==> src/rtl/bcd_timer_modn.sv <==
// Two-digit BCD up/down counter modulo MODULUS with clear, range-checked preset,
// and a same-cycle carry/borrow for cascading timer stages.
module bcd_timer_modn #(
   parameter int MODULUS    = 60,
   parameter int HIGH_WIDTH = 3
) (
   input  logic                  clk_i,
   input  logic                  reset_ni,
   input  logic                  enable_i,
   input  logic                  up_down_i,
   input  logic                  clear_i,
   input  logic                  load_i,
   input  logic [3:0]            load_low_i,
   input  logic [HIGH_WIDTH-1:0] load_high_i,
   output logic [3:0]            low_digit_o,
   output logic [HIGH_WIDTH-1:0] high_digit_o,
   output logic                  at_terminal_o,
   output logic                  carry_out_o,
   output logic                  load_err_o
);

   localparam logic [HIGH_WIDTH-1:0] MAX_HI = HIGH_WIDTH'((MODULUS - 1) / 10);
   localparam logic [3:0]            MAX_LO = 4'((MODULUS - 1) % 10);

   logic [3:0]            low_q, low_d;
   logic [HIGH_WIDTH-1:0] high_q, high_d;
   logic                  err_q, err_d;
   logic                  at_max, at_zero, load_ok;
   logic [7:0]            load_val;

   assign at_max  = (high_q == MAX_HI) && (low_q == MAX_LO);
   assign at_zero = (high_q == '0) && (low_q == 4'd0);

   // Preset is compared as a binary value; 8 bits covers 10*15+15.
   assign load_val = 8'(load_high_i) * 8'd10 + 8'(load_low_i);
   assign load_ok  = (load_low_i <= 4'd9) && (load_val < 8'(MODULUS));

   always_comb begin
      low_d  = low_q;
      high_d = high_q;
      err_d  = 1'b0;
      if (clear_i) begin
         low_d  = 4'd0;
         high_d = '0;
      end else if (load_i) begin
         if (load_ok) begin
            low_d  = load_low_i;
            high_d = load_high_i;
         end else begin
            err_d = 1'b1;
         end
      end else if (enable_i) begin
         if (up_down_i) begin
            if (at_max) begin
               low_d  = 4'd0;
               high_d = '0;
            end else if (low_q == 4'd9) begin
               low_d  = 4'd0;
               high_d = high_q + 1'b1;
            end else begin
               low_d = low_q + 4'd1;
            end
         end else begin
            if (low_q != 4'd0) begin
               low_d = low_q - 4'd1;
            end else if (high_q != '0) begin
               low_d  = 4'd9;
               high_d = high_q - 1'b1;
            end else begin
               low_d  = MAX_LO;
               high_d = MAX_HI;
            end
         end
      end
   end

   always_ff @(posedge clk_i) begin
      if (!reset_ni) begin
         low_q  <= 4'd0;
         high_q <= '0;
         err_q  <= 1'b0;
      end else begin
         low_q  <= low_d;
         high_q <= high_d;
         err_q  <= err_d;
      end
   end

   assign low_digit_o   = low_q;
   assign high_digit_o  = high_q;
   assign load_err_o    = err_q;
   // Unregistered so the next stage steps on the same edge as this wrap.
   assign at_terminal_o = up_down_i ? at_max : at_zero;
   assign carry_out_o   = enable_i & at_terminal_o;

endmodule

==> config.mk <==
export PLATFORM = sky130hd
export DESIGN_NAME = bcd_timer_modn
export DESIGN_NICKNAME = d
export VERILOG_FILES = /design/src/rtl/bcd_timer_modn.sv
export SDC_FILE = /design/constraint.sdc
export NUM_CORES = 1
export LEC_CHECK = 0
export BUFFER_PORTS_ARGS = -buffer_cell sky130_fd_sc_hd__buf_2
export CAP_MARGIN = 0
export CORE_UTILIZATION = 45
export DETAILED_ROUTE_END_ITERATION = 6
export MAX_ROUTING_LAYER = met4
export PLACE_DENSITY = 0.78
export RECOVER_POWER = 100
export SETUP_SLACK_MARGIN = 0.15
export SLEW_MARGIN = 20
export SYNTH_ARGS = -nofsm -noshare
export SYNTH_HDL_FRONTEND = slang
export SYNTH_SLANG_ARGS = --single-unit
==> constraint.sdc <==
create_clock -name clk_i -period 2.5 [get_ports clk_i]
set_clock_uncertainty 0.15 [all_clocks]
set_input_delay 0.625 -clock clk_i [delete_from_list [all_inputs] [get_ports clk_i]]
set_output_delay 0.625 -clock clk_i [all_outputs]
set_load 0.1 [all_outputs]
-- Word level (Yosys, flattened, before mapping)
Cells that the tools add are included.
- magnitude comparators: 2
- reduce and logical (&&, ||, !) cells: 12
- mux-type cells: 17
- equality and inequality tests: 5
- $mul: 1
- add/subtract/negate cells: 5
- bitwise gates (word level): 3
- operators by type and width (operator ; count):
    $mux 4 ; 7
    $mux 3 ; 8
    $add 7x4->8 ; 1
    $lt 8x6->1 const B ; 1
    $mul 3x3->6 const B ; 1
    $add 4x1->4 const B ; 1
    $eq 4x4->1 const B ; 1
    $le 4x4->1 const B ; 1
    $logic_not 4->1 ; 1
    $ne 4x1->1 const B ; 1
    $reduce_and 4->1 ; 1
    $reduce_bool 4->1 ; 1
    $sub 4x1->4 const B ; 1
    $add 3x1->3 const B ; 1
    $eq 3x3->1 const B ; 1
    $logic_and 1x1->1 ; 3
    $logic_not 3->1 ; 1
    $ne 3x3->1 const B ; 1
    $reduce_bool 3->1 ; 1
    $reduce_or 3->1 ; 1
    $sub 3x1->3 const B ; 1
    $mux 1 ; 2
    $ne 2x1->1 const B ; 1
    $not 1->1 ; 2
    other kinds (4) ; 4
- register bits: 8
- output and inout port bits: 10

-- Longest topological paths before layout
Gate-level depths: netlist of run 1.
- word-level depth: 6
- depth in mapped cells: 8

-- Worst setup path before layout of run 1
OpenSTA, ideal clock, no wires.
- path kind: register to output
- from: register high_q[0], in the netlist high_digit_o[0]
- to: output port carry_out_o
- path slack: -1249 ps
- cell stages (with the launch flop): 6
- path buffers: 0
- arrival time: 2974 ps
- cells stage by stage: dfxtp_1 > ha_1 > and4_1 > and3_1 > a31o_2 > and2_1
- cells in the longest elaborated chain, start to end: 4
- elaborated cells on any way between the ends: 6
- those cells by class: 1 x eq/ne; 1 x mux; 1 x bitwise; 3 x reduce/logical
- RTL lines (what ; RTL line ; source):
    start, declared ; 26 ; logic [HIGH_WIDTH-1:0] high_q, high_d;
    start signal, assigned ; 84 ; high_q <= high_d;
    $eq 3x3->1 or $logic_not 3->1 (tied branches) ; 31, 32 ;
    $logic_and 1x1->1, on equally long branches ; 31, 32 ;
    $mux 1 (*) ; 93 ; assign at_terminal_o = up_down_i ? at_max : at_zero;
    net at_terminal_o ; 17 ; output logic at_terminal_o,
    $and 1x1->1 (*) ; 94 ; assign carry_out_o = enable_i & at_terminal_o;
    end, declared ; 18 ; output logic carry_out_o,
Mark *: on every way through the listed nets, which the timed path passes. The rest lies on a longest branch.

-- Worst setup path in the final report of run 1
- from: register high_q[1], in the netlist high_digit_o[1]
- to: output port carry_out_o
- cells in the longest elaborated chain, start to end: 4
- elaborated cells on any way between the ends: 6
- those cells by class: 1 x eq/ne; 1 x mux; 1 x bitwise; 3 x reduce/logical
- RTL lines (what ; RTL line):
    $eq 3x3->1 or $logic_not 3->1 (tied branches) ; 31, 32
    $logic_and 1x1->1, on equally long branches ; 31, 32
    $mux 1 (*) ; 93
    $and 1x1->1 (*) ; 94
Every way passes the cells marked *; elsewhere a longest branch is shown, timed or not.

==> results of run 1 <==
[tightest hold or removal path, stage by stage (launching register included)]
cell and delay (ns):
dfxtp_4 0.37, nand3_1 0.07, o211ai_1 0.08
[cells in the mapped netlist (2+ instances only)]
library cell,instances
nor2_1,10
ha_1,9
dfxtp_1,8
a21oi_1,7
nand3_1,7
inv_1,6
and3_1,5
clkbuf_1,5
nand2_1,5
nor3_1,4
o21a_1,4
and2_1,3
and2_2,3
nand2b_1,3
o211ai_1,3
o21ai_0,3
xnor2_1,3
xor2_1,3
a211oi_1,2
a22oi_1,2
a31oi_1,2
a41oi_1,2
and4_1,2
buf_2,2
nand4b_1,2
nor4_1,2
[state kept, by name, indices dropped and copies added (netlist names)]
| register | cells |
|---|---|
| low_digit_o | 4 |
| high_digit_o | 3 |
| load_err_o | 1 |
[per-stage QoR]
stage          instance area, um^2  std cells  setup TNS [ns]  power, W
2_1_floorplan                 1190        135          -0.185  0.000371
3_3_place_gp                  1390        189           -1.04  0.000447
3_5_place_dp                  1390        189           -1.90  0.000458
4_1_cts                       1500        196               0  0.000587
5_1_grt                       1590        202               0  0.000643
6_report                      1590        202               0  0.000608
[worst paths after layout]
check,from,to,slack [ns],depth (start not counted)
max,high_digit_o[1],carry_out_o,0.05,7
min,high_digit_o[0],high_digit_o[0],0.42,2
max reg2reg,high_digit_o[1],high_digit_o[1],0.31,9
min reg2reg,high_digit_o[0],high_digit_o[0],0.42,2
[kinds of logic after synthesis]
kind of cell,after synthesis,synth area share [%]
AO/OA/AOI/OAI,40,27.9
XOR/XNOR,6,4.97
adder cells (fa/ha/maj),10,12.5
buffers and inverters,15,6.51
flip-flops,8,15.1
multiplexers,2,2.01
AND/OR/NAND/NOR,54,30.9
[timing repair]
item                                    CTS  global route
endpoints found under the hold margin     0             0
setup buffers                             3             6
hold buffers                              0             0
pin swaps                                 6             6
gates resized for setup                  12            13
endpoints found under the setup margin   10             9
[cell type report]
cell class	count	share of cell area, %
Inverter	7	1.81
Timing Repair Buffer	43	19.1
Multi-Input combinational cell	112	63.4
Sequential cell	8	11.7
Tap cell	28	2.21
Clock buffer	4	1.65
[metal layers]
metal	routed length (um)	vias to the layer above
li1	-	594
met1	1240	588
met2	1780	63
met3	173	12
met4	102	0
met5	0	-
[power by group through the flow]
stage | registers (W) | clock network, W | logic (W)
final | 0.000146 | 0.000109 | 0.000353
after global placement | 0.000147 | 0 | 0.000299
after CTS | 0.000145 | 0.000109 | 0.000333
after detailed placement | 0.000148 | 0 | 0.000309
after floorplan | 0.000187 | 0 | 0.000184
after global routing | 0.000148 | 0.000119 | 0.000375
==> flow_summary_export.csv, run 1 <==
group,metric,value,unit
logic_synthesis,ys_types,54,
global_routing,use_met3,3.64,%
final_layout,layout.nets,198,
pwr,leakage,0.643,nW
floorplanning,die_width,50.5,um
place,gp_congestion,0.840,
critical_path,cpPeakStageDelay,0.36,ns
timing,layout_min_cycle_time,2.45,ns
global_routing,grt_pass1_vias,1190,
timing,rsz0062_at_grt,"true",
global_routing,grt_util_all_layers,27.3,%
pwr,p_sw,0.000275,W
flow_run,maxCapViolCount,0,
pwr,sequentialPowerShare,24.1,%
cts,htree_levels,1,
critical_path,crit_type,"reg -> out",
timing,final_max_slew_viol_count,0,
timing,holdWs,0.420,ns
cts,cts_tree,"yes",
pwr,power_frac_comb,58.0,%
detailed_routing,drtPass1Iterations,4,
floorplanning,die_h,50.5,um
critical_path,path_cells,"inv_4 -> ha_4 -> and4_1 -> and3_4 -> a31o_4 -> and2_4 -> buf_8",
global_routing,grt_pass1_wl,5.15,mm
timing,max_freq,0.408,GHz
critical_path,cp_data_required_time,1.73,ns
floorplanning,rows,17,
cts,clk_latency,0.26,ns
pwr,powerDensity,383,nW/um^2
logic_synthesis,yosysTopAreaCell,"dfxtp_1",
timing,setup_viol,0,
place,pre_cts_ws,-0.291,ns
critical_path,endpoint_kind,"primary output",
cts,clk_pin_slew_worst_paths,0.06,ns
final_layout,syn_to_final_growth,50.2,%
global_routing,met1_usage,27.7,%
critical_path,path_buf_inv,2,
logic_synthesis,synth.area.top_cells,"dfxtp_1, ha_1, nor2_1, a21oi_1, nand3_1",
global_routing,antenna_found_initial,0,
pwr,p_clk_share,17.9,%
logic_synthesis,yosys.area.top_type_share,15.1,%
worst_hold_path,min_path_type,"reg -> reg",
final_layout,fillCellCount,173,
timing,slew_headroom,23.1,%
final_layout,drive_above_1_share,50.6,%
critical_path,start_kind,"register",
floorplanning,start_util,47.8,%
place,hpwl,2.35,mm
global_routing,grt_busiest_layer,"met2",
timing,hold_violations,0,
detailed_routing,drc,0,
pwr,p_int,0.000333,W
logic_synthesis,netlist_area,1060,um^2
timing,tightest_slew,1.16,ns
run_status,status,"complete, no violations",
critical_path,crit_slowest_cell,"dfxtp_4",
timing,setup_ws,0.0514,ns
detailed_routing,drt-vias-per-instance,6.22,
logic_synthesis,synth_flop_cell,"dfxtp_1",
logic_synthesis,syn_inst,135,
detailed_routing,num_vias,1257,
final_layout,multi_input_area,1010,um^2
final_layout,num_antenna_cells,0,
detailed_routing,drt_iter0_drc,37,
floorplanning,ios,23,
cts,cts_made_buffers,3,
cts,cts_max_path_buffers,2,
detailed_routing,totalWireLength,3.29,mm
logic_synthesis,synth_async_sr_flop_share,0,%
logic_synthesis,syn_area_per_cell,7.83,um^2
logic_synthesis,ys_warn_count,0,
critical_path,crit_fanout,2,
final_layout,seq_area,186,um^2
logic_synthesis,synth.net_count,158,
global_routing,grtUsageMet2,51.8,%
timing,finalCritPeriodShare,97.9,%
logic_synthesis,synth-edff-count,0,
final_layout,post-route-util,71.8,%
final_layout,layout_common_cells,"buf_4, buf_2, nor2_1",
critical_path,crit_family,"simple AND/OR/NAND/NOR gates",
global_routing,grt_max_degree,14,
pwr,swShare,45.2,%
final_layout,final_common_cell,"buf_4",
floorplanning,core_area,2210,um^2
logic_synthesis,ys_seq_elements,8,
detailed_routing,postRouteAntennaNets,0,
cts,clkSinkCount,8,
place,port_buffers,22,
pwr,peakVddDrop,0.343,mV
cts,root_buffer,"clkbuf_4",
detailed_routing,wl_per_cell,16.3,um
critical_path,arrival,1.67,ns
logic_synthesis,ys_seq_area_share,15.1,%
floorplanning,die_area,2550,um^2
global_routing,overflow,0,
Note: power is estimated with default switching activity, not from simulation.
==> run 2: changes to the inputs <==
--- a/config.mk
+++ b/config.mk
@@ -5,13 +5,15 @@
 export SDC_FILE = /design/constraint.sdc
 export NUM_CORES = 1
 export LEC_CHECK = 0
+export ABC_AREA = 1
 export BUFFER_PORTS_ARGS = -buffer_cell sky130_fd_sc_hd__buf_2
 export CAP_MARGIN = 0
 export CORE_UTILIZATION = 45
 export DETAILED_ROUTE_END_ITERATION = 6
 export MAX_ROUTING_LAYER = met4
-export PLACE_DENSITY = 0.78
+export PLACE_DENSITY = 0.8
 export RECOVER_POWER = 100
+export REMOVE_ABC_BUFFERS = 1
 export SETUP_SLACK_MARGIN = 0.15
 export SLEW_MARGIN = 20
 export SYNTH_ARGS = -nofsm -noshare
==> flow_summary_export.csv, run 2 <==
group,metric,value,unit
run_status,status,"complete, no violations",
worst_hold_path,min_path_type,"reg -> reg",
critical_path,cp_data_required_time,1.73,ns
cts,root_buffer,"clkbuf_4",
critical_path,crit_fanout,6,
detailed_routing,drc,0,
global_routing,overflow,0,
logic_synthesis,muxShareOfSynthArea,0,%
detailed_routing,drtPass1Iterations,4,
logic_synthesis,ys_seq_elements,8,
timing,max_freq,0.428,GHz
timing,tightest_slew,1.16,ns
logic_synthesis,yosysTopAreaCell,"dfxtp_1",
logic_synthesis,synth_flop_cell,"dfxtp_1",
pwr,peakVddDrop,0.283,mV
pwr,powerDensity,452,nW/um^2
critical_path,reg2reg_depth,9,
cts,cts_tree,"yes",
global_routing,grt_util_all_layers,24.5,%
cts,cts_made_buffers,3,
floorplanning,ios,23,
place,hpwl,1.73,mm
timing,final_max_slew_viol_count,0,
global_routing,use_met3,5.56,%
critical_path,worst_r2r_endpoint,"high_digit_o[0]",
logic_synthesis,synth_fa_ha_area_share,15.2,%
final_layout,syn_to_final_growth,40.5,%
logic_synthesis,synth.area.top_cells,"dfxtp_1, nand2_1, ha_1, nor2_1, inv_1",
timing,rsz0062_at_grt,"false",
floorplanning,die_area,2120,um^2
flow_run,maxCapViolCount,0,
critical_path,endpoint_kind,"primary output",
global_routing,grt_pass1_wl,3.64,mm
logic_synthesis,yosys.area_share.simple,33.1,%
final_layout,drive_above_1_share,33.1,%
detailed_routing,wl_per_cell,13.7,um
cts,clk_latency,0.27,ns
global_routing,met1_usage,33.1,%
final_layout,stdcell_count,200,
floorplanning,die_width,46.0,um
logic_synthesis,synthTopCellsByCount,"nand2_1, nor2_1, inv_1, a21oi_1, o21ai_0",
critical_path,r2r_slack,0.82,ns
place,gp_congestion,0.860,
detailed_routing,postRouteAntennaNets,0,
global_routing,grtUsageMet2,36.6,%
timing,setup_tns,0,ns
place,port_buffers,22,
logic_synthesis,yosys.area.top_type_share,18.4,%
critical_path,crit_type,"reg -> out",
timing,slew_headroom,22.9,%
pwr,leakage,0.593,nW
logic_synthesis,ys_types,25,
final_layout,final_common_cell,"nand2_1",
cts,clkSinkCount,8,
critical_path,crit_start,"low_digit_o[1]",
final_layout,largest_reg_flops,4,
logic_synthesis,synthXorXnorAreaFrac,2.01,%
critical_path,worstReg2RegStart,"low_digit_o[1]",
logic_synthesis,synth_top_family_by_area,"simple AND/OR/NAND/NOR gates",
detailed_routing,drt-vias-per-instance,5.48,
logic_synthesis,yosys.cell_count.top_type,"nand2_1",
logic_synthesis,netlist_area,872,um^2
detailed_routing,totalWireLength,2.73,mm
global_routing,grt_pass1_vias,865,
timing,finalCritPeriodShare,93.5,%
timing,layout_min_cycle_time,2.34,ns
logic_synthesis,ys_warn_count,0,
critical_path,arrival,1.56,ns
final_layout,layout_common_cells,"nand2_1, nor2_1, inv_1",
global_routing,grt_max_degree,15,
final_layout,layout.nets,200,
global_routing,antenna_found_initial,0,
floorplanning,rows,15,
cts,htree_levels,1,
logic_synthesis,synth_async_sr_flop_share,0,%
cts,ctsHoldBuffers,0,
final_layout,fillCellCount,156,
logic_synthesis,syn_area_per_cell,6.01,um^2
detailed_routing,num_vias,1096,
floorplanning,core_area,1760,um^2
timing,setup_viol,0,
final_layout,num_antenna_cells,0,
cts,clk_pin_slew_worst_paths,0.06,ns
cts,cts_max_path_buffers,2,
floorplanning,start_util,49.4,%
timing,hold_violations,0,
place,dp_cells,195,
global_routing,grt_busiest_layer,"met2",
detailed_routing,drt_iter0_drc,55,
critical_path,start_kind,"register",
logic_synthesis,ys_seq_area_share,18.4,%
logic_synthesis,syn_inst,145,
logic_synthesis,synth-edff-count,0,
floorplanning,die_h,46.0,um
logic_synthesis,synth_compound_area_share,20.9,%
critical_path,critPathCapture,"at_terminal_o",
## run 2: changes by cell type in the layout (fill, tap and decap cells not counted), sizes merged, moves of 6 or more
| cell | change |
|---|---|
| buf | -15 |
| and2 | -6 |
| inv | +13 |
| nand2 | +32 |
| o21ai | +11 |
| nor2 | +15 |
## run 2: cell families (layout without fill, tap and decap cells)
group                    after synthesis  after routing
AO/OA/AOI/OAI                         32             32
XOR/XNOR                               2              2
adder cells (fa/ha/maj)               10             10
buffers and inverters                 22             51
flip-flops                             8              8
AND/OR/NAND/NOR                       71             72
## run 2: repair_timing
action / 4_1_cts / 5_1_grt
cloned: 0 / 1
pin swaps: 0 / 21
setup buffers: 0 / 1
gates resized for setup: 7 / 33
endpoints found under the setup margin: 3 / 9
hold endpoints to repair: 0 / 0
## run 2: per-layer routing
metal,vias to the layer above,wire length (um)
met1,500,1180
met2,55,1270
li1,533,-
met3,8,212
met4,0,72
met5,-,0
## run 2: how the worst min path moves through the flow
stage | start | endpoint | slack [ns] | depth (start not counted)
floorplan | load_i | load_err_o | 0.63 | 1
global placement | high_digit_o[1] | high_digit_o[1] | 0.38 | 2
detailed placement | low_digit_o[2] | low_digit_o[2] | 0.39 | 2
CTS | high_digit_o[0] | high_digit_o[0] | 0.40 | 2
global route | low_digit_o[2] | low_digit_o[2] | 0.42 | 2
finish | high_digit_o[0] | high_digit_o[0] | 0.39 | 2
## run 2: metrics by stage
step / instance area [um^2] / total power, W / hold slack, ns / utilization [%] / setup slack, ns
3_3_place_gp: 1070 / 0.000394 / 0.383 / 60.4 / -0.0580
2_1_floorplan: 857 / 0.000328 / 0.628 / - / -2.07
4_1_cts: 1100 / 0.000509 / 0.403 / 62.6 / 0.156
3_5_place_dp: 1070 / 0.000399 / 0.390 / 60.4 / -0.115
5_1_grt: 1220 / 0.000582 / 0.415 / 69.4 / 0.0815
6_report: 1220 / 0.000554 / 0.388 / 69.4 / 0.163
## run 2: where the power goes
| group | switching, W | internal [W] | leakage [nW] |
|---|---|---|---|
| sequential | 0.00000930 | 0.000136 | 0.0670 |
| clock | 0.0000526 | 0.0000555 | 0.0138 |
| combinational | 0.000204 | 0.0000969 | 0.512 |
## run 2: final cells by class
cell class	count	area, um^2	area share [%]
Multi-Input combinational cell	116	738	60.3
Timing Repair Buffer	28	190	15.5
Sequential cell	8	165	13.5
Inverter	20	77.6	6.33
Tap cell	25	31.3	2.55
Clock buffer	3	22.5	1.84
## run 2: worst max-delay path, stage by stage, from the launching register on
cell and delay, ns:
dfxtp_2 0.35, inv_1 0.07, nand2_1 0.09, nor2_2 0.14, nand4_1 0.14, buf_4 0.18
nand2_2 0.04, buf_4 0.28
